===== config.mk =====
export PLATFORM = sky130hd
export DESIGN_NAME = tff_toggle_decoder_flat
export DESIGN_NICKNAME = d
export VERILOG_FILES = /design/src/rtl/tff_toggle_decoder_if.sv /design/src/rtl/tff_toggle_decoder.sv /design/src/flat_wrapper.sv
export SDC_FILE = /design/constraint.sdc
export NUM_CORES = 1
export LEC_CHECK = 0
export CAP_MARGIN = 20
export CORE_MARGIN = 2
export CORE_UTILIZATION = 42
export CTS_CLUSTER_SIZE = 16
export DETAILED_ROUTE_END_ITERATION = 10
export PLACE_DENSITY = 0.84
export SLEW_MARGIN = 20
export SYNTH_ARGS = -nofsm -noshare
export SYNTH_HDL_FRONTEND = slang
export SYNTH_SLANG_ARGS = --single-unit
export TNS_END_PERCENT = 100

===== constraint.sdc =====
create_clock -name clk -period 1.44 [get_ports clk]
set_input_delay 0.36 -clock clk [delete_from_list [all_inputs] [get_ports clk]]
set_output_delay 0.36 -clock clk [all_outputs]
set_load 0.005 [all_outputs]

===== src/rtl/tff_toggle_decoder_if.sv =====
// Event handshake between the toggle decoder and its consumer.
// The decoder drives valid/dir; the consumer drives ready.
interface tff_toggle_decoder_if;
    logic evt_valid;
    logic evt_ready;
    logic evt_dir;

    modport master (
        output evt_valid,
        output evt_dir,
        input  evt_ready
    );

    modport slave (
        input  evt_valid,
        input  evt_dir,
        output evt_ready
    );
endinterface


===== src/rtl/tff_toggle_decoder.sv =====
// Turns each flip of a T flip-flop level back into a one-cycle pulse,
// with glitch filtering, a toggle counter and a one-deep event queue.
module tff_toggle_decoder #(
    parameter int SYNC_STAGES   = 2,
    parameter int STABLE_CYCLES = 4,
    parameter int CNT_W         = 8
) (
    input  logic             clk,
    input  logic             rst,
    input  logic             t_in,
    input  logic             clr_ovr,
    output logic             level,
    output logic             pulse,
    output logic [CNT_W-1:0] toggle_cnt,
    output logic             overrun,
    tff_toggle_decoder_if.master evt
);

    localparam int CW = (STABLE_CYCLES > 1) ? $clog2(STABLE_CYCLES) : 1;
    localparam logic [CW-1:0] LAST = CW'(STABLE_CYCLES - 1);

    typedef enum logic {
        STABLE = 1'b0,
        FILTER = 1'b1
    } state_e;

    logic t_s;

    generate
        if (SYNC_STAGES == 0) begin : g_bypass
            assign t_s = t_in;
        end else begin : g_sync
            logic [SYNC_STAGES-1:0] sync_q;

            always_ff @(posedge clk) begin
                if (rst) begin
                    sync_q <= '0;
                end else begin
                    sync_q[0] <= t_in;
                    for (int i = 1; i < SYNC_STAGES; i++) begin
                        sync_q[i] <= sync_q[i-1];
                    end
                end
            end

            assign t_s = sync_q[SYNC_STAGES-1];
        end
    endgenerate

    state_e           state_q, state_d;
    logic [CW-1:0]    stab_q, stab_d;
    logic             level_q, level_d;
    logic             pulse_q, pulse_d;
    logic [CNT_W-1:0] cnt_q, cnt_d;
    logic             valid_q, valid_d;
    logic             dir_q, dir_d;
    logic             ovr_q, ovr_d;
    logic             accept;
    logic             consume;
    logic             ovr_set;

    // A toggle is accepted once t_s has differed from level for
    // STABLE_CYCLES consecutive samples; any agreeing sample restarts.
    always_comb begin
        state_d = state_q;
        stab_d  = stab_q;
        accept  = 1'b0;
        unique case (state_q)
            STABLE: begin
                if (t_s != level_q) begin
                    if (STABLE_CYCLES == 1) begin
                        accept = 1'b1;
                    end else begin
                        state_d = FILTER;
                        stab_d  = CW'(1);
                    end
                end
            end
            FILTER: begin
                if (t_s == level_q) begin
                    state_d = STABLE;
                    stab_d  = '0;
                end else if (stab_q == LAST) begin
                    accept  = 1'b1;
                    state_d = STABLE;
                    stab_d  = '0;
                end else begin
                    stab_d = stab_q + 1'b1;
                end
            end
            default: begin
                state_d = STABLE;
                stab_d  = '0;
            end
        endcase
    end

    always_comb begin
        level_d = level_q;
        pulse_d = 1'b0;
        cnt_d   = cnt_q;
        valid_d = valid_q;
        dir_d   = dir_q;
        ovr_set = 1'b0;
        consume = valid_q & evt.evt_ready;
        if (accept) begin
            level_d = ~level_q;
            pulse_d = 1'b1;
            cnt_d   = cnt_q + 1'b1;
            if (!valid_q || consume) begin
                valid_d = 1'b1;
                dir_d   = ~level_q;
            end else begin
                ovr_set = 1'b1;
            end
        end else if (consume) begin
            valid_d = 1'b0;
        end
        // A new overrun beats a simultaneous clear.
        ovr_d = (ovr_q & ~clr_ovr) | ovr_set;
    end

    always_ff @(posedge clk) begin
        if (rst) begin
            state_q <= STABLE;
            stab_q  <= '0;
            level_q <= 1'b0;
            pulse_q <= 1'b0;
            cnt_q   <= '0;
            valid_q <= 1'b0;
            dir_q   <= 1'b0;
            ovr_q   <= 1'b0;
        end else begin
            state_q <= state_d;
            stab_q  <= stab_d;
            level_q <= level_d;
            pulse_q <= pulse_d;
            cnt_q   <= cnt_d;
            valid_q <= valid_d;
            dir_q   <= dir_d;
            ovr_q   <= ovr_d;
        end
    end

    assign level         = level_q;
    assign pulse         = pulse_q;
    assign toggle_cnt    = cnt_q;
    assign overrun       = ovr_q;
    assign evt.evt_valid = valid_q;
    assign evt.evt_dir   = dir_q;

endmodule


===== src/flat_wrapper.sv =====
// flat-port wrapper written by rule: the top's interface ports become plain ports
module tff_toggle_decoder_flat 
#(
    parameter int SYNC_STAGES   = 2,
    parameter int STABLE_CYCLES = 4,
    parameter int CNT_W         = 8
)
  (clk, rst, t_in, clr_ovr, level, pulse, toggle_cnt, overrun, evt_evt_valid, evt_evt_dir, evt_evt_ready);
  tff_toggle_decoder_if evt_i ();
  input  logic clk;
  input  logic rst;
  input  logic t_in;
  input  logic clr_ovr;
  output logic level;
  output logic pulse;
  output logic [CNT_W-1:0] toggle_cnt;
  output logic overrun;
  output wire logic [$bits(evt_i.evt_valid)-1:0] evt_evt_valid;
  output wire logic [$bits(evt_i.evt_dir)-1:0] evt_evt_dir;
  input wire logic [$bits(evt_i.evt_ready)-1:0] evt_evt_ready;
  assign evt_evt_valid = evt_i.evt_valid;
  assign evt_evt_dir = evt_i.evt_dir;
  assign evt_i.evt_ready = evt_evt_ready;
  tff_toggle_decoder #(.SYNC_STAGES(SYNC_STAGES), .STABLE_CYCLES(STABLE_CYCLES), .CNT_W(CNT_W)) u_core (.clk(clk), .rst(rst), .t_in(t_in), .clr_ovr(clr_ovr), .level(level), .pulse(pulse), .toggle_cnt(toggle_cnt), .overrun(overrun), .evt(evt_i));
endmodule

==> metrics.md <==
| Metric | Value |
|---|---|
| Num CTS Buffers | 3 |
| Placed Cells | between 100 and 150 |
| Critical-path maximum fanout | 4 |
| Crit-path cells | buf_4 > nand4_1 > nor4_4 > mux2_1 |
| M1 GR Usage | roughly a quarter |
| Yosys top cell area share | between 40% and 50% |
| Initial core utilization | 45.00% |
| DRT antenna net count | 0 |
| Syn Area/Cell | between 9 and 10 µm² |
| Post-synth cell types | 27 |
| Dpl hpwl | ~1300 µm |
| Width of the die | around 47 µm |
| Endpoint class of the critical path | flip-flop |
| Reg-to-Reg Start | u_core.toggle_cnt[5] |
| Port Buffer Count | 17 |
| CP Capture Point | u_core.toggle_cnt[7] |
| Clock sink count | 18 |
| Clock Tree Root | clkbuf_4 |
| Outcome | complete, no violations |
| Share of layout cells above drive strength 1 | 44.72% |
| Ys async rst share | 0% |
| Final GP Congestion | around 0.74 |
| Final wirelength | around 2000 µm |
| Final period utilization | a little over nine tenths |
| Multi-input gate area | between 400 and 500 µm² |
| Hold Path Class | flip-flop to flip-flop |
| Max Clk Rate | a little over 0.7 GHz |
| Num rows | 15 |
| Seq/Total Area, Yosys | 46.38% |
| Reg area | 379.1 µm² |
| First-pass GRT wire length | 3208 µm |
| Dpl ws | -0.07423 ns |
| CP peak stage delay | 0.36 ns |
| Final instance area | 0.001247 mm² |
| Clk pin slew, worst setup/hold paths | 0.10 ns |
| Worst-margin pin slew | ~0.32 ns |
| DR WL/cell | approximately 14 µm |
| Min cycle time layout | roughly 1.4 ns |
| Critical path's top delay family | simple AND/OR/NAND/NOR gates |
| Top-count cell post-synth | dfxtp_1 |
| VDD IR max | 0.0005836 V |
| Largest net degree at the start of global routing | 13 |
| GRT Total Usage | between 20% and 30% |
| Drt drc | 0 |
| Cell taking the most area after synthesis | dfxtp_1 |
| Vias per cell | between 5 and 6 |
| Gr ovfl total | 0 |
| PnR worst setup slack | 0.02842 ns |
| Post-synth top cells | dfxtp_1 (18), a21oi_1 (8), nand2_1 (7), nor2_1 (7), nor2b_1 (7) |
| WP data arrival | around 1.6 ns |
| Crit Path Class | flip-flop to flip-flop |
| DR vias | between 700 and 800 |
| Fin nets | approximately 130 |
| Die Span Y | between 40 and 50 µm |
| H-Tree Depth | 1 |
| Syn nets | 91 |
| Clk_skew | 0.001139 ns |
| Worst R2R End | u_core.toggle_cnt[7] |
| Synth warn | 0 |
| Die area | roughly 0.0022 mm² |
| Placed Area | between 0.001 and 0.0015 mm² |
| CP bufs+invs | 1 |
| Cts hold-fix bufs | 0 |
| Slowest-stage cell, CP | dfxtp_2 |
| Seq cells post-synth | 18 |
| Area delta synth->final | 60.55% |
| Crit. Startpoint | u_core.toggle_cnt[5] |
| Synth area leaders | dfxtp_1 (46%), nor2b_1 (5.6%), a21oi_1 (5.2%) |
| Hold Vio Cnt, Final | 0 |
| Top FF cell, synth | dfxtp_1 |
| IO Pins | 18 |
| GR Util met2 | between 30% and 40% |
| Gate Count Post-Synth | 84 |
| Lkg Pwr | 0.5806 nW |
| Non-filler instance count after layout | ~150 |
| Vias in the first global route | 777 |
| FF-to-FF path depth | 4 |
| CP Data Required Time | 1.63 ns |
| Core area | around 0.0017 mm² |
| Reg2reg setup slack | around 0.028 ns |
| Max Cap Viol | 0 |
| Clk_lat worst skew | roughly 0.29 ns |
| PwrDens | around 700 mW/mm² |
| Clock Path Buffers | 2 |
| Power, Total | roughly 880 µW |
| Fin Hold WS | approximately 0.46 ns |
| GRT busiest layer | met2 |
| WP depth | 4 |
| Kind of start point of the critical path | flip-flop |
| Fillers | 120 |
| Slew Limit Fails | 0 |
| TritonCTS clock tree | yes |
| Antenna Cells | 0 |
| Post-Syn Area | a little under 800 µm² |
| Number of synthesized flops with an enable pin | 0 |
| Met3 Usage GRT | slightly below 4% |
| Slew headroom | 78.46% |
| Final setup violation count | 0 |
| First-pass DRT Iterations | 4 |
| Antenna violations before repair | 0 |
| Drt initial violations | 13 |
==> registers in the layout, indices dropped and copies added (netlist names) <==
register / cells
u_core.evt.evt_dir: 1
u_core.evt.evt_valid: 1
u_core.g_sync.sync_q: 2
u_core.level: 1
u_core.overrun: 1
u_core.pulse: 1
u_core.stab_q: 2
u_core.state_q: 1
u_core.toggle_cnt: 8
==> area by class of cell <==
type | count | area share (%)
Clock buffer | 4 | 2.909
Inverter | 1 | 0.3009
Multi-Input combinational cell | 61 | 37.91
Sequential cell | 18 | 30.39
Tap cell | 25 | 2.508
Timing Repair Buffer | 39 | 25.98
==> where the power goes <==
group / switching (mW) / total [mW] / leakage [nW] / internal [mW]
Sequential: 0.00400 / 0.507 / 0.153 / 0.503
Clock: 0.155 / 0.309 / 0.0210 / 0.154
Combinational: 0.0281 / 0.0607 / 0.407 / 0.0325
Total: 0.187 / 0.876 / 0.581 / 0.689
==> cells by family (layout without fill, tap and decap cells) <==
family,after synthesis,count (layout),synth area share [%]
flops,18,18,46.38
buf+inv,5,44,3.381
simple gates,38,38,27.54
mux,4,4,5.797
xor+xnor,2,2,2.255
compound gates,15,15,11.43
fa+ha+maj,2,2,3.220
==> worst min path at each step <==
stage,startpoint,end,slack (ns),depth (start not counted)
final,u_core.g_sync.sync_q[0],u_core.g_sync.sync_q[1],0.46,1
after global routing,u_core.g_sync.sync_q[0],u_core.g_sync.sync_q[1],0.47,1
after CTS,u_core.g_sync.sync_q[0],u_core.g_sync.sync_q[1],0.47,1
after detailed placement,u_core.g_sync.sync_q[0],u_core.g_sync.sync_q[1],0.45,1
after global placement,u_core.g_sync.sync_q[0],u_core.g_sync.sync_q[1],0.43,1
after floorplan,u_core.g_sync.sync_q[0],u_core.g_sync.sync_q[1],0.41,1
==> cells in the final DEF, fill, tap and decap left out, types with 4 or more instances in the layout <==
cell type / netlist / final
a21oi_1: 8 / 7
buf_4: 0 / 21
clkdlybuf4s50_1: 0 / 4
dfxtp_2: 0 / 15
dlygate4sd2_1: 0 / 12
nand2_1: 7 / 5
nor2_1: 7 / 7
nor2b_1: 7 / 7
==> what timing repair did <==
item	CTS	global route
pin swaps	6	1
endpoints found under the setup margin	17	7
setup buffers	9	0
gates resized for setup	34	10
==> layer usage <==
layer  vias to the layer above  part of all wire (%)
met3                         8                   4.1
met2                        23                    49
met5                         -                     0
li1                        382                     -
met1                       372                    44
met4                         0                   2.5
==> per-stage QoR <==
stage,util [%],setup TNS (ns)
final,72.25,0
after global routing,72.25,-0.03103
after CTS,69.93,-0.004173
after detailed placement,61.74,-0.2813
after global placement,61.74,-0.04235
after floorplan,-,0
(Power assumes the default switching activity.)
